File: src/rtl/fifo_sync_param.sv
// fifo_sync_param: single-clock FIFO with registered status flags, occupancy
// count, sticky overflow/underflow flags and a selectable read style.
//
// Parameters
//   DATA_W  data width (1..64)
//   DEPTH   entry count, power of two (4..1024)
//   AF_LVL  almost_full when count >= AF_LVL
//   AE_LVL  almost_empty when count <= AE_LVL
//   FWFT    0: data_r registered on accepted read, valid_r pulses one cycle
//           1: first-word-fall-through, data_r shows head, valid_r = !empty
//
// Ports
//   clk, rst_n          clock, synchronous active-low reset
//   en_w, data_w        write request and data
//   en_r                read request
//   clr_err             clears sticky ovf/unf
//   data_r, valid_r     read data and qualifier
//   full, empty, almost_full, almost_empty, count   occupancy status
//   ovf, unf            sticky overflow / underflow
module fifo_sync_param #(
  parameter int DATA_W = 8,
  parameter int DEPTH  = 16,
  parameter int AF_LVL = DEPTH - 2,
  parameter int AE_LVL = 2,
  parameter int FWFT   = 0
) (
  input  logic                     clk,
  input  logic                     rst_n,
  input  logic                     en_w,
  input  logic [DATA_W-1:0]        data_w,
  input  logic                     en_r,
  input  logic                     clr_err,
  output logic [DATA_W-1:0]        data_r,
  output logic                     valid_r,
  output logic                     full,
  output logic                     empty,
  output logic                     almost_full,
  output logic                     almost_empty,
  output logic [$clog2(DEPTH):0]   count,
  output logic                     ovf,
  output logic                     unf
);

  localparam int AW = $clog2(DEPTH);
  localparam int CW = AW + 1;

  logic [DATA_W-1:0] mem_q [DEPTH];

  logic [AW-1:0] wr_ptr_q, wr_ptr_d;
  logic [AW-1:0] rd_ptr_q, rd_ptr_d;
  logic [CW-1:0] count_q, count_d;
  logic          full_q, full_d;
  logic          empty_q, empty_d;
  logic          afull_q, afull_d;
  logic          aempty_q, aempty_d;
  logic          ovf_q, ovf_d;
  logic          unf_q, unf_d;
  logic          wr_ok, rd_ok;

  // Acceptance uses this cycle's registered flags, so a read on a full FIFO
  // does not make room for a same-cycle write.
  assign wr_ok = en_w && !full_q;
  assign rd_ok = en_r && !empty_q;

  always_comb begin
    wr_ptr_d = wr_ptr_q;
    rd_ptr_d = rd_ptr_q;
    count_d  = count_q;
    if (wr_ok) wr_ptr_d = wr_ptr_q + AW'(1);
    if (rd_ok) rd_ptr_d = rd_ptr_q + AW'(1);
    unique case ({wr_ok, rd_ok})
      2'b10:   count_d = count_q + CW'(1);
      2'b01:   count_d = count_q - CW'(1);
      default: count_d = count_q;
    endcase

    // Flags are derived from the next count so they update on the same edge.
    full_d   = (count_d == CW'(DEPTH));
    empty_d  = (count_d == '0);
    afull_d  = (count_d >= CW'(AF_LVL));
    aempty_d = (count_d <= CW'(AE_LVL));

    // A new error wins over a simultaneous clear.
    ovf_d = clr_err ? 1'b0 : ovf_q;
    unf_d = clr_err ? 1'b0 : unf_q;
    if (en_w && full_q)  ovf_d = 1'b1;
    if (en_r && empty_q) unf_d = 1'b1;
  end

  always_ff @(posedge clk) begin
    if (!rst_n) begin
      wr_ptr_q <= '0;
      rd_ptr_q <= '0;
      count_q  <= '0;
      full_q   <= 1'b0;
      empty_q  <= 1'b1;
      afull_q  <= 1'b0;
      aempty_q <= 1'b1;
      ovf_q    <= 1'b0;
      unf_q    <= 1'b0;
    end else begin
      wr_ptr_q <= wr_ptr_d;
      rd_ptr_q <= rd_ptr_d;
      count_q  <= count_d;
      full_q   <= full_d;
      empty_q  <= empty_d;
      afull_q  <= afull_d;
      aempty_q <= aempty_d;
      ovf_q    <= ovf_d;
      unf_q    <= unf_d;
    end
  end

  // Storage is not reset; writes are blocked during reset cycles.
  always_ff @(posedge clk) begin
    if (rst_n && wr_ok) mem_q[wr_ptr_q] <= data_w;
  end

  generate
    if (FWFT == 0) begin : g_std
      logic [DATA_W-1:0] data_r_q;
      logic              valid_r_q;

      always_ff @(posedge clk) begin
        if (!rst_n) begin
          data_r_q  <= '0;
          valid_r_q <= 1'b0;
        end else begin
          valid_r_q <= rd_ok;
          if (rd_ok) data_r_q <= mem_q[rd_ptr_q];
        end
      end

      assign data_r  = data_r_q;
      assign valid_r = valid_r_q;
    end else begin : g_fwft
      assign data_r  = mem_q[rd_ptr_q];
      assign valid_r = !empty_q;
    end
  endgenerate

  assign count        = count_q;
  assign full         = full_q;
  assign empty        = empty_q;
  assign almost_full  = afull_q;
  assign almost_empty = aempty_q;
  assign ovf          = ovf_q;
  assign unf          = unf_q;

endmodule

File: config.mk
export PLATFORM = sky130hd
export DESIGN_NAME = fifo_sync_param
export DESIGN_NICKNAME = d
export VERILOG_FILES = /design/src/rtl/fifo_sync_param.sv
export SDC_FILE = /design/constraint.sdc
export NUM_CORES = 1
export LEC_CHECK = 0
export ABC_AREA = 0
export CAP_MARGIN = 20
export CORE_ASPECT_RATIO = 1.5
export CORE_MARGIN = 5
export CORE_UTILIZATION = 45
export CTS_CLUSTER_DIAMETER = 30
export DETAILED_ROUTE_END_ITERATION = 6
export PLACE_DENSITY = 0.62
export SYNTH_ARGS = -nofsm -noshare
export SYNTH_HDL_FRONTEND = slang
export SYNTH_SLANG_ARGS = --single-unit
File: constraint.sdc
create_clock -name clk -period 7.92 [get_ports clk]
set_clock_uncertainty 0.1 [all_clocks]
set_input_delay 2.376 -clock clk [delete_from_list [all_inputs] [get_ports clk]]
set_output_delay 2.376 -clock clk [all_outputs]
set_load 0.05 [all_outputs]
==> Word level (Yosys, flattened, before mapping) <==
Memory sizes are Yosys's and may differ from the RTL's. A register that Yosys moved wholly into a read port is not among the register bits.
Cells that the tools add are included.
W data, S select, Z words.
{ "op_classes": {"add_sub_neg": 4, "multipliers": 0, "div_mod_pow": 0, "magnitude_cmp": 2, "n_eq_ne": 3, "shifts": 0, "mux": 6, "bitwise": 0, "n_reduce_logical": 11} }
{ "ops": {"columns": ["cell", "count"], "rows": [
  ["$pmux W5 S2", 1],
  ["$add A4 B1 Y4 const B", 2],
  ["$add A5 B1 Y5 const B", 1],
  ["$eq A5 B5 Y1 const B", 1],
  ["$ge A5 B4 Y1 const B", 1],
  ["$le A5 B2 Y1 const B", 1],
  ["$logic_and A1 B1 Y1", 5],
  ["$logic_not A5 Y1", 1],
  ["$mux W1", 5],
  ["$sub A5 B1 Y5 const B", 1],
  ["$reduce_bool A2 Y1", 2],
  ["$logic_not A1 Y1", 3],
  ["$eq A2 B1 Y1 const B", 1],
  ["$eq A2 B2 Y1 const B", 1]
]} }
{ "totals": {"ff_bits": 20, "latch_bits": 0, "ram_bits": 128, "rom_bits": 0, "inputBits": 13, "out_inout_bits": 20, "word_cells": 37, "mem_count": 1} }
{ "memory_table": {"columns": ["memory", "depth", "width", "read_ports", "rd_clocked_by_memory_dff", "wr", "line", "source"], "rows": [
  ["mem_q", 16, 8, 1, 1, 1, "47", "logic [DATA_W-1:0] mem_q [DEPTH];"]
]} }

==> Logic depth before layout (Yosys ltp) <==
{ "depth": {"word_depth": 5, "mapped_depth": 10, "mapped_depth_nobuf": 10} }

==> Worst setup path before layout <==
OpenSTA, ideal clock, no wires.
{ "synth_timing": {"path_kind": "input to register", "start": "in en_w", "end": "reg aempty_q (netlist: almost_empty)", "setup_ns": 0.096, "t_arrival_ns": 4.133, "required_time_ns": 7.724, "path_slack_ns": 3.591, "cell_stages": 10, "n_path_buf": 0, "cell_sequence": "nor2b_4 -> inv_2 -> nand2_2 -> xnor2_1 -> ha_1 -> nor3b_1 -> a31oi_1 -> a221oi_4 -> xor2_2 -> o41ai_2"} }
{ "synth_between": {"elab_chain_len": 4, "word_cells_on_any_way": 5, "classes_between": "1 x order compare; 2 x eq/ne; 1 x mux; 1 x reduce/logical"} }
{ "synth_rtl": {"columns": ["item", "line", "source"], "rows": [
  ["start: declaration", "29", "input logic en_w,"],
  ["$logic_and A1 B1 Y1 *", "62", "assign wr_ok = en_w && !full_q;"],
  ["$eq A2 B1 Y1 / $eq A2 B2 Y1 (equally long branches)", "71", "unique case ({wr_ok, rd_ok})"],
  ["$pmux W5 S2 *", "71", null],
  ["$le A5 B2 Y1 *", "81", "aempty_d = (count_d <= CW'(AE_LVL));"],
  ["end signal: assignment", "108", "aempty_q <= aempty_d;"],
  ["end: declaration", "55", "logic aempty_q, aempty_d;"]
]} }
Every way passes the cells marked *; elsewhere a longest branch is shown, timed or not.
A chain may end at the register's enable or synchronous reset.

==> Worst setup path in the final report <==
Ends and elaborated chain as after synthesis.

==> reports/qor.csv <==
stage,metric,value,unit
outcome,status,"complete, no violations",
placed_design,io_buffer_count,32,
drt,post-route-drc-count,0,
cts,clock_sink_count,156,
logic_synthesis,synth_simple_gate_area_share,5.72,%
critical_path,worstSetupStartpointType,input port,
power_and_ir_drop,power.density_cell_area,296,nW/um^2
sta,layout_worst_path_cycle_share,61.0,%
floorplanning,placeable_area,14000,um^2
critical_path,worstPathArrival,5070,ps
drt,finalWirelength,12700,um
floorplanning,core_rows,53,
drt,route.detailed.vias_per_inst,5.53,
critical_path,critPathSlowestCell,clkdlybuf4s50_1,
final_layout,fillers,1114,
critical_path,criticalPathCategory,in -> reg,
global_route,grt_usage,16.1,%
final_layout,layout_commonest_cell,edfxtp_1,
sta,totalNegativeSetupSlack,0,ps
logic_synthesis,synth_seq_area_share,68.9,%
placed_design,dp_hpwl,8480,um
cts,cts_hold_buffers,0,
logic_synthesis,post_synth_xor_area_fraction,2.25,%
final_layout,area.growth.synth_to_final,15.3,%
sta,slew_at_the_pin_closest_to_its_max_slew_limit,1010,ps
power_and_ir_drop,overall_power_of_the_completed_layout,2180,uW
cts,clk-insertion-delay-late,420,ps
logic_synthesis,postSynthRegisterBits,156,
placed_design,preCtsSetupSlack,2720,ps
logic_synthesis,synthesis.area_per_instance,18.0,um^2
placed_design,gpl.final_weighted_congestion,0.841,
floorplanning,design.portCount,33,
worst_hold_path,worstHoldPathCells,2,
critical_path,r2r.worst_path.cells,10,
cts,cts_root_buffer,clkbuf_16,
cts,tritoncts,done,
final_layout,post_route_cells_drive_above_1_share,14.6,%
sta,finalSetupViolations,0,
cts,postCtsResizedCells,0,
final_layout,final-seq-area,4410,um^2
logic_synthesis,synthMuxAreaShare,12.5,%
logic_synthesis,syn_nets,376,
floorplanning,start_util,45.7,%
global_route,first_global_vias,3525,
critical_path,maximum_cell_stage_delay_along_the_critical_path,470,ps
cts,cts.htree.levels,4,
floorplanning,die_width,107,um
power_and_ir_drop,max-vdd-ir-drop,137,uV
final_layout,antennaDiodeCount,0,
run,max_cap_violations,0,
drt,dr.first_iter.drc_count,192,
drt,detail_route.wl_per_cell,21.3,um
sta,post-route-min-period,4830,ps
drt,drt_first_pass_iters,4,
critical_path,wp_data_required,8150,ps
critical_path,type_of_destination_of_the_critical_path,flop,
sta,max-slew-margin-rel,32.3,%
floorplanning,die_y,156,um
cts,cts_setup_buffers,0,
cts,cts_max_path_buffers,2,
global_route,overflow,0,
final_layout,most-common-layout-cells,"edfxtp_1 (128), clkdlybuf4s50_1 (32), nor2_1 (31)",
logic_synthesis,synth_cell_type_count,56,
logic_synthesis,post_synth_adder_cell_area,1.37,%
placed_design,placedInstanceArea,6780,um^2
global_route,grt_start_max_net_pins,36,
critical_path,worst-path-max-fanout,12,
critical_path,chain_of_cells_forming_the_critical_path,clkdlybuf4s50_1 -> nor2b_4 -> inv_2 -> nand2_2 -> xnor2_1 -> ha_1 -> nor3b_1 -> a31oi_1 -> a221oi_4 -> xor2_2 -> o41ai_2,
floorplanning,die_area,16700,um^2
final_layout,stdcell_area,7370,um^2
final_layout,finish.net_count,411,
logic_synthesis,synth_top_family_by_area,multiplexers,
global_route,antenna_violations_before_repair,0,
logic_synthesis,synth_compound_gate_area_share,5.58,%
logic_synthesis,synth_ff_type,edfxtp_1,
drt,antenna_left,0,
worst_hold_path,worst_hold_class,reg -> reg,
sta,setup_slack,3090,ps
logic_synthesis,synth_cells,356,
drt,num_vias,3293,
logic_synthesis,asyncSetResetFlopFracSynth,0,%
logic_synthesis,yosysWarningCount,0,
sta,clock.fmax,207,MHz
global_route,first_pass_grt_wire_length,19700,um
sta,final-max-slew-violation-count,0,
sta,setup_repair_after_global_routing_missed_its_margin,false,
logic_synthesis,synthesis.area,6390,um^2
logic_synthesis,synth-edff-count,128,
power_and_ir_drop,p_leak,0.00243,uW
sta,timing_hold_violations_final,0,
cts,clk_transition_reported_paths,70,ps
cts,cts_made_buffers,17,
final_layout,area_of_the_multi_input_gates,1760,um^2
-- logic make-up (layout without fill, tap and decap cells) --
family	after synthesis	after routing
buf+inv	28	76
fa+ha+maj	7	7
xor+xnor	14	14
compound gates	45	45
mux	33	33
flops	156	156
simple gates	73	73
-- metrics by stage --
| stage | util, % | std cells | hold slack (ps) |
|---|---|---|---|
| final | 52.7 | 596 | 365 |
| after global routing | 52.7 | 596 | 389 |
| after CTS | 52.7 | 596 | 368 |
| after detailed placement | 48.4 | 564 | 359 |
| after global placement | 48.4 | 564 | 352 |
| after floorplan | - | 356 | 382 |
-- final cells by class --
class                           instances  share of cell area (%)
Multi-Input combinational cell        172                    23.8
Tap cell                              192                    3.26
Clock inverter                         15                    2.27
Clock buffer                           17                    5.77
Sequential cell                       156                    59.8
Timing Repair Buffer                   34                    4.55
Inverter                               10                   0.577
-- synthesized netlist by cell type, types with 2 or more instances --
library cell / instances / share of area, %
nand3_1: 9 / 0.70
ha_1: 7 / 1.4
o22ai_1: 2 / 0.20
a21oi_1: 7 / 0.55
a22oi_1: 2 / 0.23
mux4_2: 13 / 4.6
nand4_1: 2 / 0.20
nor2_1: 31 / 1.8
a221oi_1: 7 / 0.96
o21ai_1: 8 / 0.63
inv_1: 8 / 0.47
and2b_1: 2 / 0.23
buf_12: 2 / 0.63
xor2_1: 6 / 0.82
and3_1: 2 / 0.20
mux4_1: 19 / 7.8
nand3b_1: 2 / 0.23
xnor2_1: 6 / 0.82
edfxtp_1: 128 / 60
dfxtp_1: 28 / 8.8
clkdlybuf4s25_2: 2 / 0.31
nor3_1: 3 / 0.23
nand2_1: 13 / 0.76
a22o_1: 8 / 1.1
clkbuf_1: 2 / 0.12
buf_6: 7 / 1.2
-- worst max-delay path, delay by kind of cell --
family                   cells  cell delay, ps
AO/OA/AOI/OAI                3             860
XOR/XNOR                     2             280
adder cells (fa/ha/maj)      1             270
buffers and inverters        2             580
AND/OR/NAND/NOR              3             700
-- final timing paths --
check	startpoint	end	slack (ps)
worst max-delay path	en_w	almost_empty$_SDFF_PN1_	3090
worst min-delay path	data_r[7]$_SDFFE_PN0P_	data_r[7]$_SDFFE_PN0P_	360
worst max register to register	full$_SDFF_PN0_	almost_empty$_SDFF_PN1_	5190
worst min register to register	data_r[7]$_SDFFE_PN0P_	data_r[7]$_SDFFE_PN0P_	360
-- sequential cells by signal, summed over array words and instances, names as in the netlist, 4 cells and up --
| name | count |
|---|---|
| mem_q | 128 |
| data_r | 8 |
| count | 5 |
| rd_ptr_q | 4 |
| wr_ptr_q | 4 |
-- power by group --
| group | total [uW] | internal [uW] | switching, uW |
|---|---|---|---|
| clock network | 813 | 451 | 362 |
| logic | 416 | 171 | 245 |
| registers | 954 | 921 | 33.3 |
| total | 2180 | 1540 | 640 |
-- per-layer routing --
metal / part of all wire [%] / global-route usage, %
met1: 39 / 18.5
met2: 56 / 29.0
met3: 4.3 / 3.60
met4: 1.4 / 6.03
met5: 0 / 0
No activity file was read; power rests on OpenSTA's default activity.
